[src/rtl/fixed_relu_pipe.sv]
// fixed_relu_pipe: two-stage ReLU-family activation with precision
// conversion, round-half-up, saturation, framing and sticky sat flag.
module fixed_relu_pipe #(
  parameter int DATA_IN_0_PRECISION_0       = 8,
  parameter int DATA_IN_0_PRECISION_1       = 3,
  parameter int DATA_OUT_0_PRECISION_0      = 8,
  parameter int DATA_OUT_0_PRECISION_1      = 3,
  parameter int DATA_IN_0_TENSOR_SIZE_DIM_0 = 8,
  parameter int DATA_IN_0_TENSOR_SIZE_DIM_1 = 1,
  parameter int DATA_IN_0_PARALLELISM_DIM_0 = 1,
  parameter int DATA_IN_0_PARALLELISM_DIM_1 = 1,
  parameter int LEAKY_SHIFT                 = 3,
  parameter int CLIP_INT                    = 6,
  localparam int P = DATA_IN_0_PARALLELISM_DIM_0
                   * DATA_IN_0_PARALLELISM_DIM_1
) (
  input  logic                                clk,
  input  logic                                rst,
  input  logic [1:0]                          act_mode,
  input  logic [P*DATA_IN_0_PRECISION_0-1:0]  data_in_0,
  input  logic                                data_in_0_valid,
  output logic                                data_in_0_ready,
  output logic [P*DATA_OUT_0_PRECISION_0-1:0] data_out_0,
  output logic                                data_out_0_valid,
  input  logic                                data_out_0_ready,
  output logic                                data_out_0_last,
  output logic                                sat_flag
);

  localparam int IW = DATA_IN_0_PRECISION_0;
  localparam int IF = DATA_IN_0_PRECISION_1;
  localparam int OW = DATA_OUT_0_PRECISION_0;
  localparam int OF = DATA_OUT_0_PRECISION_1;

  localparam int BEATS =
    (DATA_IN_0_TENSOR_SIZE_DIM_0 / DATA_IN_0_PARALLELISM_DIM_0)
    * (DATA_IN_0_TENSOR_SIZE_DIM_1 / DATA_IN_0_PARALLELISM_DIM_1);
  localparam int CW = (BEATS > 1) ? $clog2(BEATS) : 1;
  localparam logic [CW-1:0] LAST_CNT = CW'(BEATS - 1);

  localparam int D  = OF - IF;
  localparam int SL = (D > 0) ? D : 0;
  localparam int SR = (D < 0) ? -D : 0;
  // Two guard bits cover the rounding add and the sign.
  localparam int WA = IW + SL + 2;
  localparam int WW = (WA > OW + 1) ? WA : OW + 1;

  localparam longint OMAX_L = (longint'(1) <<< (OW - 1)) - 1;
  localparam longint OMIN_L = -(longint'(1) <<< (OW - 1));
  localparam longint THR_L  = longint'(CLIP_INT) <<< OF;
  localparam longint THR_C  = (THR_L > OMAX_L) ? OMAX_L : THR_L;

  localparam logic signed [WW-1:0] RND    = WW'((longint'(1) <<< SR) >>> 1);
  localparam logic signed [WW-1:0] OMAX_W = WW'(OMAX_L);
  localparam logic signed [WW-1:0] OMIN_W = WW'(OMIN_L);
  localparam logic signed [WW-1:0] THR_W  = WW'(THR_C);

  function automatic logic [OW:0] act_elem(
    input logic [IW-1:0] x_raw,
    input logic [1:0]    m
  );
    logic signed [WW-1:0] x;
    logic signed [WW-1:0] a;
    logic signed [WW-1:0] r;
    logic signed [WW-1:0] y;
    logic                 s;
    x = WW'($signed(x_raw));
    a = x;
    unique case (1'b1)
      (m == 2'd0), (m == 2'd2): a = (x > 0) ? x : '0;
      (m == 2'd1): a = (x < 0) ? (x >>> LEAKY_SHIFT) : x;
      default: a = x;
    endcase
    if (D >= 0) r = a <<< SL;
    else        r = (a + RND) >>> SR;
    s = 1'b0;
    y = r;
    if (r > OMAX_W) begin
      y = OMAX_W;
      s = 1'b1;
    end else if (r < OMIN_W) begin
      y = OMIN_W;
      s = 1'b1;
    end
    // The clip ceiling is a mode feature, not an overflow.
    if (m == 2'd2 && y > THR_W) y = THR_W;
    return {s, y[OW-1:0]};
  endfunction

  logic [P*OW-1:0] nxt_data;
  logic [P-1:0]    nxt_sat;

  always_comb begin
    nxt_data = '0;
    nxt_sat  = '0;
    for (int i = 0; i < P; i++) begin
      {nxt_sat[i], nxt_data[i*OW +: OW]} =
        act_elem(data_in_0[i*IW +: IW], act_mode);
    end
  end

  logic            s1_valid;
  logic [P*OW-1:0] s1_data;
  logic            s1_last;
  logic            s1_sat;
  logic            s1_ready;
  logic [CW-1:0]   cnt;
  logic            cnt_last;

  assign s1_ready        = !data_out_0_valid || data_out_0_ready;
  assign data_in_0_ready = !s1_valid || s1_ready;
  assign cnt_last        = (cnt == LAST_CNT);

  always_ff @(posedge clk or posedge rst) begin
    if (rst) begin
      s1_valid <= 1'b0;
      s1_data  <= '0;
      s1_last  <= 1'b0;
      s1_sat   <= 1'b0;
      cnt      <= '0;
    end else if (data_in_0_ready) begin
      s1_valid <= data_in_0_valid;
      if (data_in_0_valid) begin
        s1_data <= nxt_data;
        s1_last <= cnt_last;
        s1_sat  <= |nxt_sat;
        cnt     <= cnt_last ? '0 : cnt + 1'b1;
      end
    end
  end

  always_ff @(posedge clk or posedge rst) begin
    if (rst) begin
      data_out_0_valid <= 1'b0;
      data_out_0       <= '0;
      data_out_0_last  <= 1'b0;
      sat_flag         <= 1'b0;
    end else if (s1_ready) begin
      data_out_0_valid <= s1_valid;
      if (s1_valid) begin
        data_out_0      <= s1_data;
        data_out_0_last <= s1_last;
        if (s1_sat) sat_flag <= 1'b1;
      end
    end
  end

endmodule

[config.mk]
export PLATFORM = sky130hd
export DESIGN_NAME = fixed_relu_pipe
export DESIGN_NICKNAME = d
export VERILOG_FILES = /design/src/rtl/fixed_relu_pipe.sv
export SDC_FILE = /design/constraint.sdc
export NUM_CORES = 1
export LEC_CHECK = 0
export ABC_CLOCK_PERIOD_IN_PS = 1110
export CORE_MARGIN = 3
export CORE_UTILIZATION = 44
export DETAILED_ROUTE_END_ITERATION = 10
export GPL_ROUTABILITY_DRIVEN = 0
export GPL_TIMING_DRIVEN = 0
export PLACE_DENSITY_LB_ADDON = 0.2
export SLEW_MARGIN = 20
export SYNTH_ARGS = -nofsm -noshare
export SYNTH_HDL_FRONTEND = slang
export SYNTH_SLANG_ARGS = --single-unit
[constraint.sdc]
create_clock -name clk -period 1.11 [get_ports clk]
set_input_delay 0.222 -clock clk [delete_from_list [all_inputs] [get_ports clk]]
set_output_delay 0.222 -clock clk [all_outputs]
set_load 0.005 [all_outputs]
### Word level (Yosys, flattened, before mapping)

Index checks and enable logic that the tools add are counted.

* flip-flop bits (word level): 25
* bits in latches: 0
* RAM bits: 0
* memory bits (read-only): 0
* input bits: 14
* output and inout port bits: 12
* word-level logic and storage cells: 37
* memories: 0

* add/sub/neg operators: 1
* $mul: 0
* div/mod/pow operators: 0
* magnitude comparators: 5
* eq/ne operators: 3
* shift operators: 0
* multiplexer cells: 9
* bitwise logic cells: 0
* reduce and logical (&&, ||, !) cells: 10

Operator list (number)
* two-way mux 10 bit: 3
* case mux 10 bit (2 select lines): 1
* > comparator 10 x 7 -> 1 bit (second input constant): 1
* > comparator 10 x 8 -> 1 bit (second input constant): 1
* less-than comparator 10 x 8 -> 1 bit (second input constant): 1
* > comparator 8 x 1 -> 1 bit (second input constant): 1
* less-than comparator 8 x 1 -> 1 bit (second input constant): 1
* two-way mux 8 bit: 1
* two-way mux 7 bit: 1
* AND reduction 2 bit: 2
* adder 3 x 1 -> 3 bit (second input constant): 1
* == test 3 bit (second input constant): 1
* two-way mux 3 bit: 1
* AND reduction 3 bit: 1
* == test 2 x 1 -> 1 bit (second input constant): 1
* == test 2 bit (second input constant): 1
* zero test 1 bit: 2
* zero test 2 bit: 1
* logical OR 1 bit: 2
* two-way mux 1 bit: 2
* OR reduction 2 bit: 1
* logical AND 1 bit: 1

### Logic depth before layout (Yosys ltp)

* word-level depth: 9
* depth in mapped cells: 5
* gate-level depth less buffers: 4

### Worst setup path before layout

Ideal clock, no wire load.

* path type: input port to flip-flop
* from: in data_in_0[0]
* to: reg s1_data[2]
* library setup time: 80 ps
* data arrival time: 1108 ps
* data required time: 1030 ps
* path slack: -78 ps
* cell stages on the path: 4
* path buffers: 0
* cells stage by stage: or4_4 nor3_2 a211oi_2 nor3_2

* word-level cells in the longest chain between the ends: 9
* elaborated cells on any way between the ends: 12
* classes of those cells: 5 x order compare; 6 x mux; 1 x reduce/logical

RTL lines
* from (decl): RTL line 20 `input logic [P*DATA_IN_0_PRECISION_0-1:0] data_in_0,`
* less-than comparator 8 x 1 -> 1 bit or > comparator 8 x 1 -> 1 bit (tied branches): RTL line 71, 70
* two-way mux 7 bit or two-way mux 10 bit (tied branches): RTL line 71, 70
* case mux 10 bit (2 select lines) (*): RTL line 69 `unique case (1'b1)`
* less-than comparator 10 x 8 -> 1 bit: RTL line 81 `end else if (r < OMIN_W) begin`
* two-way mux 10 bit: RTL line 81
* two-way mux 10 bit (*): RTL line 78 `if (r > OMAX_W) begin`
* > comparator 10 x 7 -> 1 bit: RTL line 86 `if (m == 2'd2 && y > THR_W) y = THR_W;`
* logical AND 1 bit: RTL line 86
* two-way mux 8 bit (*): RTL line 86
* to (signal assigned): RTL line 124 `s1_data <= nxt_data;`
* to (decl): RTL line 103 `logic [P*OW-1:0] s1_data;`

Mark *: on every way between the ends. The rest lies on a longest branch, timed or not.
A chain may end at the register's enable or synchronous reset.

### Final worst setup path

* from: reg data_out_0_valid
* to: reg s1_data[6]

* word-level cells in the longest chain between the ends: 4

RTL lines
* from (decl): RTL line 24 `output logic data_out_0_valid,`
* from (signal assigned): RTL line 139 `data_out_0_valid <= s1_valid;`
* zero test 1 bit: RTL line 110 `assign s1_ready = !data_out_0_valid || data_out_0_ready;`
* logical OR 1 bit: RTL line 110
* logical OR 1 bit: RTL line 111 `assign data_in_0_ready = !s1_valid || s1_ready;`
* AND reduction 2 bit (no source line)

No other way between the ends.

==> impl_metrics.toml <==
[status]
outcome = "finished with violations"
violations = "setup timing"

[route]
viasPerCell = 5.43
highest_layer = "met4"
wl_per_cell_um = 14.2
vias = 923
first_pass_iters = 4
drtIter0Drc = 20
drt-total-wl_um = 2420
drc_errors = 0
postRouteAntennaNets = 0
route.met2.wl_um = 1140
wl_met1_um = 1130
routed-wl-met3_um = 90

[cts]
htreeDepth = 1
cts_tree = "yes"
path_clk_slew_ns = 0.14
cts_max_path_buffers = 2
clkLatencyLatePin_ns = 0.32
cts_buffers = 3
clkSinkCount = 25
cts_root_buffer = "clkbuf_4"

[floorplanning]
die_y_um = 57.0
core-area_um2 = 2340
dieArea_um2 = 3250
initial_core_util_pct = 48.9
rows = 17
die_w_um = 57.0
pin_count = 26

[timing]
tightest_slew_ns = 0.524
clock_skew_ns = 0.00616
fin_crit_sh_pct = 122
finalCriticalPeriod_ns = 1.35
slew_headroom_pct = 65.0
setup_tns_ns = -2.73
setup_viol = 24
setup_slack_ns = -0.243
drv_slew = 0
hold_viol = 0
max_freq_mhz = 739
rsz0062_at_grt = "true"

[yosys]
ys_types = 28
synth.yosys.seq_area_share_pct = 54.7
synth_top_area_share_pct = 54.7
synth_warnings = 0
yosys.area.top_type = "dfrtp_1"
synth_ff_type = "dfrtp_1"
ys_ff_latch = 25
avgSynthCellArea_um2 = 11.1
synth_nets = 119
synthArstFlopShare_pct = 100
synth_edf_count = 0
syn_area_um2 = 1140
synth_area_leaders = "dfrtp_1 (55%), mux2_2 (8.9%), nand2_1 (7.5%), o21ai_0 (3.5%), ha_1 (2.2%)"
netlist_instances = 103

[place]
placed_area_um2 = 1440
io_buffers = 25
hpwl_um = 1540
pre_cts_slack_ns = -0.661

[min_path]
min_path_type = "in2async"

[run]
max-cap-violations = 0

[worst_setup_path]
arrival_ns = 1.61
end_kind = "flip-flop"
crit_required_ns = 1.37
crit_fanout = 5
worstSetupPathType = "reg2reg"
startpoint_type = "flip-flop"

[global_route]
antenna_found_initial = 0
grt_usage_pct = 15.9
grt_overflow_total = 0
grt_pass1_vias = 888
grt_pass1_wl_um = 4080
grt_max_degree = 26

[cells_and_area]
fin_nets = 159
design_area_um2 = 1580
largest_registers = "data_out_0 (8), s1_data (8), cnt (3)"
layout.cells.most_common_list = "dfrtp_1 (25), nand2_1 (20), buf_2 (12)"
layout_commonest_cell = "dfrtp_1"
drive_gt1_share_pct = 38.7
areaGrowthSynthToFinish_pct = 38.0
diodes = 0

[pwr]
swShare_pct = 29.6
power.density_nw_per_um2 = 1410
power_frac_comb_pct = 28.3
ir_worst_vdd_mv = 0.928
power_frac_seq_pct = 53.1
leakagePower_nw = 0.754
p_clk_share_pct = 18.6
p_int_mw = 1.56
p_switching_mw = 0.658
worst max-delay path, cell delays in order (launching register included):
cell and delay, ns:
dfrtp_1 0.41, buf_6 0.11, nand3b_1 0.12, buf_6 0.13, and2_4 0.14, buf_6 0.11
o211ai_1 0.10, a21oi_1 0.17
logic make-up after synthesis:
kind of cell | Yosys count | synth area share [%]
AO/OA/AOI/OAI | 21 | 13.0
adder cells (fa/ha/maj) | 2 | 2.19
buffers and inverters | 4 | 1.53
flip-flops | 25 | 54.7
multiplexers | 9 | 8.86
AND/OR/NAND/NOR | 42 | 19.7
metal layers:
metal | track usage [%] | vias to the layer above
li1 | - | 445
met1 | 21.2 | 448
met2 | 26.4 | 25
met3 | 1.58 | 5
met4 | 6.95 | 0
met5 | 0 | -
metrics by stage:
step	instances	power [mW]	hold slack [ns]	utilization, %
floorplan	103	1.50	0.249	-
global route	170	2.37	0.305	67.4
detailed placement	156	1.80	0.455	61.6
global placement	156	1.78	0.451	61.6
CTS	168	2.18	0.393	65.1
finish	170	2.22	0.268	67.4
power by group through the flow:
stage / Combinational, mW / Sequential [mW] / Clock (mW)
floorplan: 0.299 / 1.20 / 0
global placement: 0.582 / 1.20 / 0
detailed placement: 0.598 / 1.21 / 0
CTS: 0.597 / 1.18 / 0.399
global route: 0.706 / 1.21 / 0.453
finish: 0.628 / 1.18 / 0.413
cell usage after synthesis, types with 2 or more instances:
| library cell | number |
|---|---|
| a22oi_1 | 2 |
| mux2_2 | 9 |
| nor2_1 | 3 |
| a21oi_1 | 4 |
| o21ai_0 | 8 |
| dfrtp_1 | 25 |
| and2_1 | 2 |
| inv_1 | 2 |
| buf_2 | 2 |
| nand2b_1 | 4 |
| ha_1 | 2 |
| nor3_2 | 2 |
| nand2_1 | 23 |
final timing paths:
path / from / endpoint / slack (ns) / depth (start not counted)
max in group asynchronous: rst / s1_data[1]$_DFFE_PP0P_ / 0.54 / 2
min in group clk: data_in_0[0] / s1_data[0]$_DFFE_PP0P_ / 0.39 / 3
worst min register to register: sat_flag$_DFFE_PP0P_ / sat_flag$_DFFE_PP0P_ / 0.48 / 1
worst min-delay path: rst / data_out_0[7]$_DFFE_PP0P_ / 0.27 / 2
worst max-delay path: data_out_0_valid$_DFFE_PP0P_ / s1_data[6]$_DFFE_PP0P_ / -0.24 / 7
worst max register to register: data_out_0_valid$_DFFE_PP0P_ / s1_data[6]$_DFFE_PP0P_ / -0.24 / 7
final cells by class:
class	count	area, um^2
repair buffers	34	263
multi-input cells	75	594
plain buffers	2	22.5
fillers	191	762
inverters	2	11.3
well taps	28	35.0
flip-flops and latches	25	626
clock buffers	4	26.3
what timing repair did:
item | in CTS | in global routing
endpoints found under the setup margin | 34 | 49
gates resized for setup | 73 | 10
setup buffers | 6 | 2
gates cloned | 2 | 1
pin swaps | 7 | 2
hold buffers | 0 | 0
(Power assumes the default switching activity.)
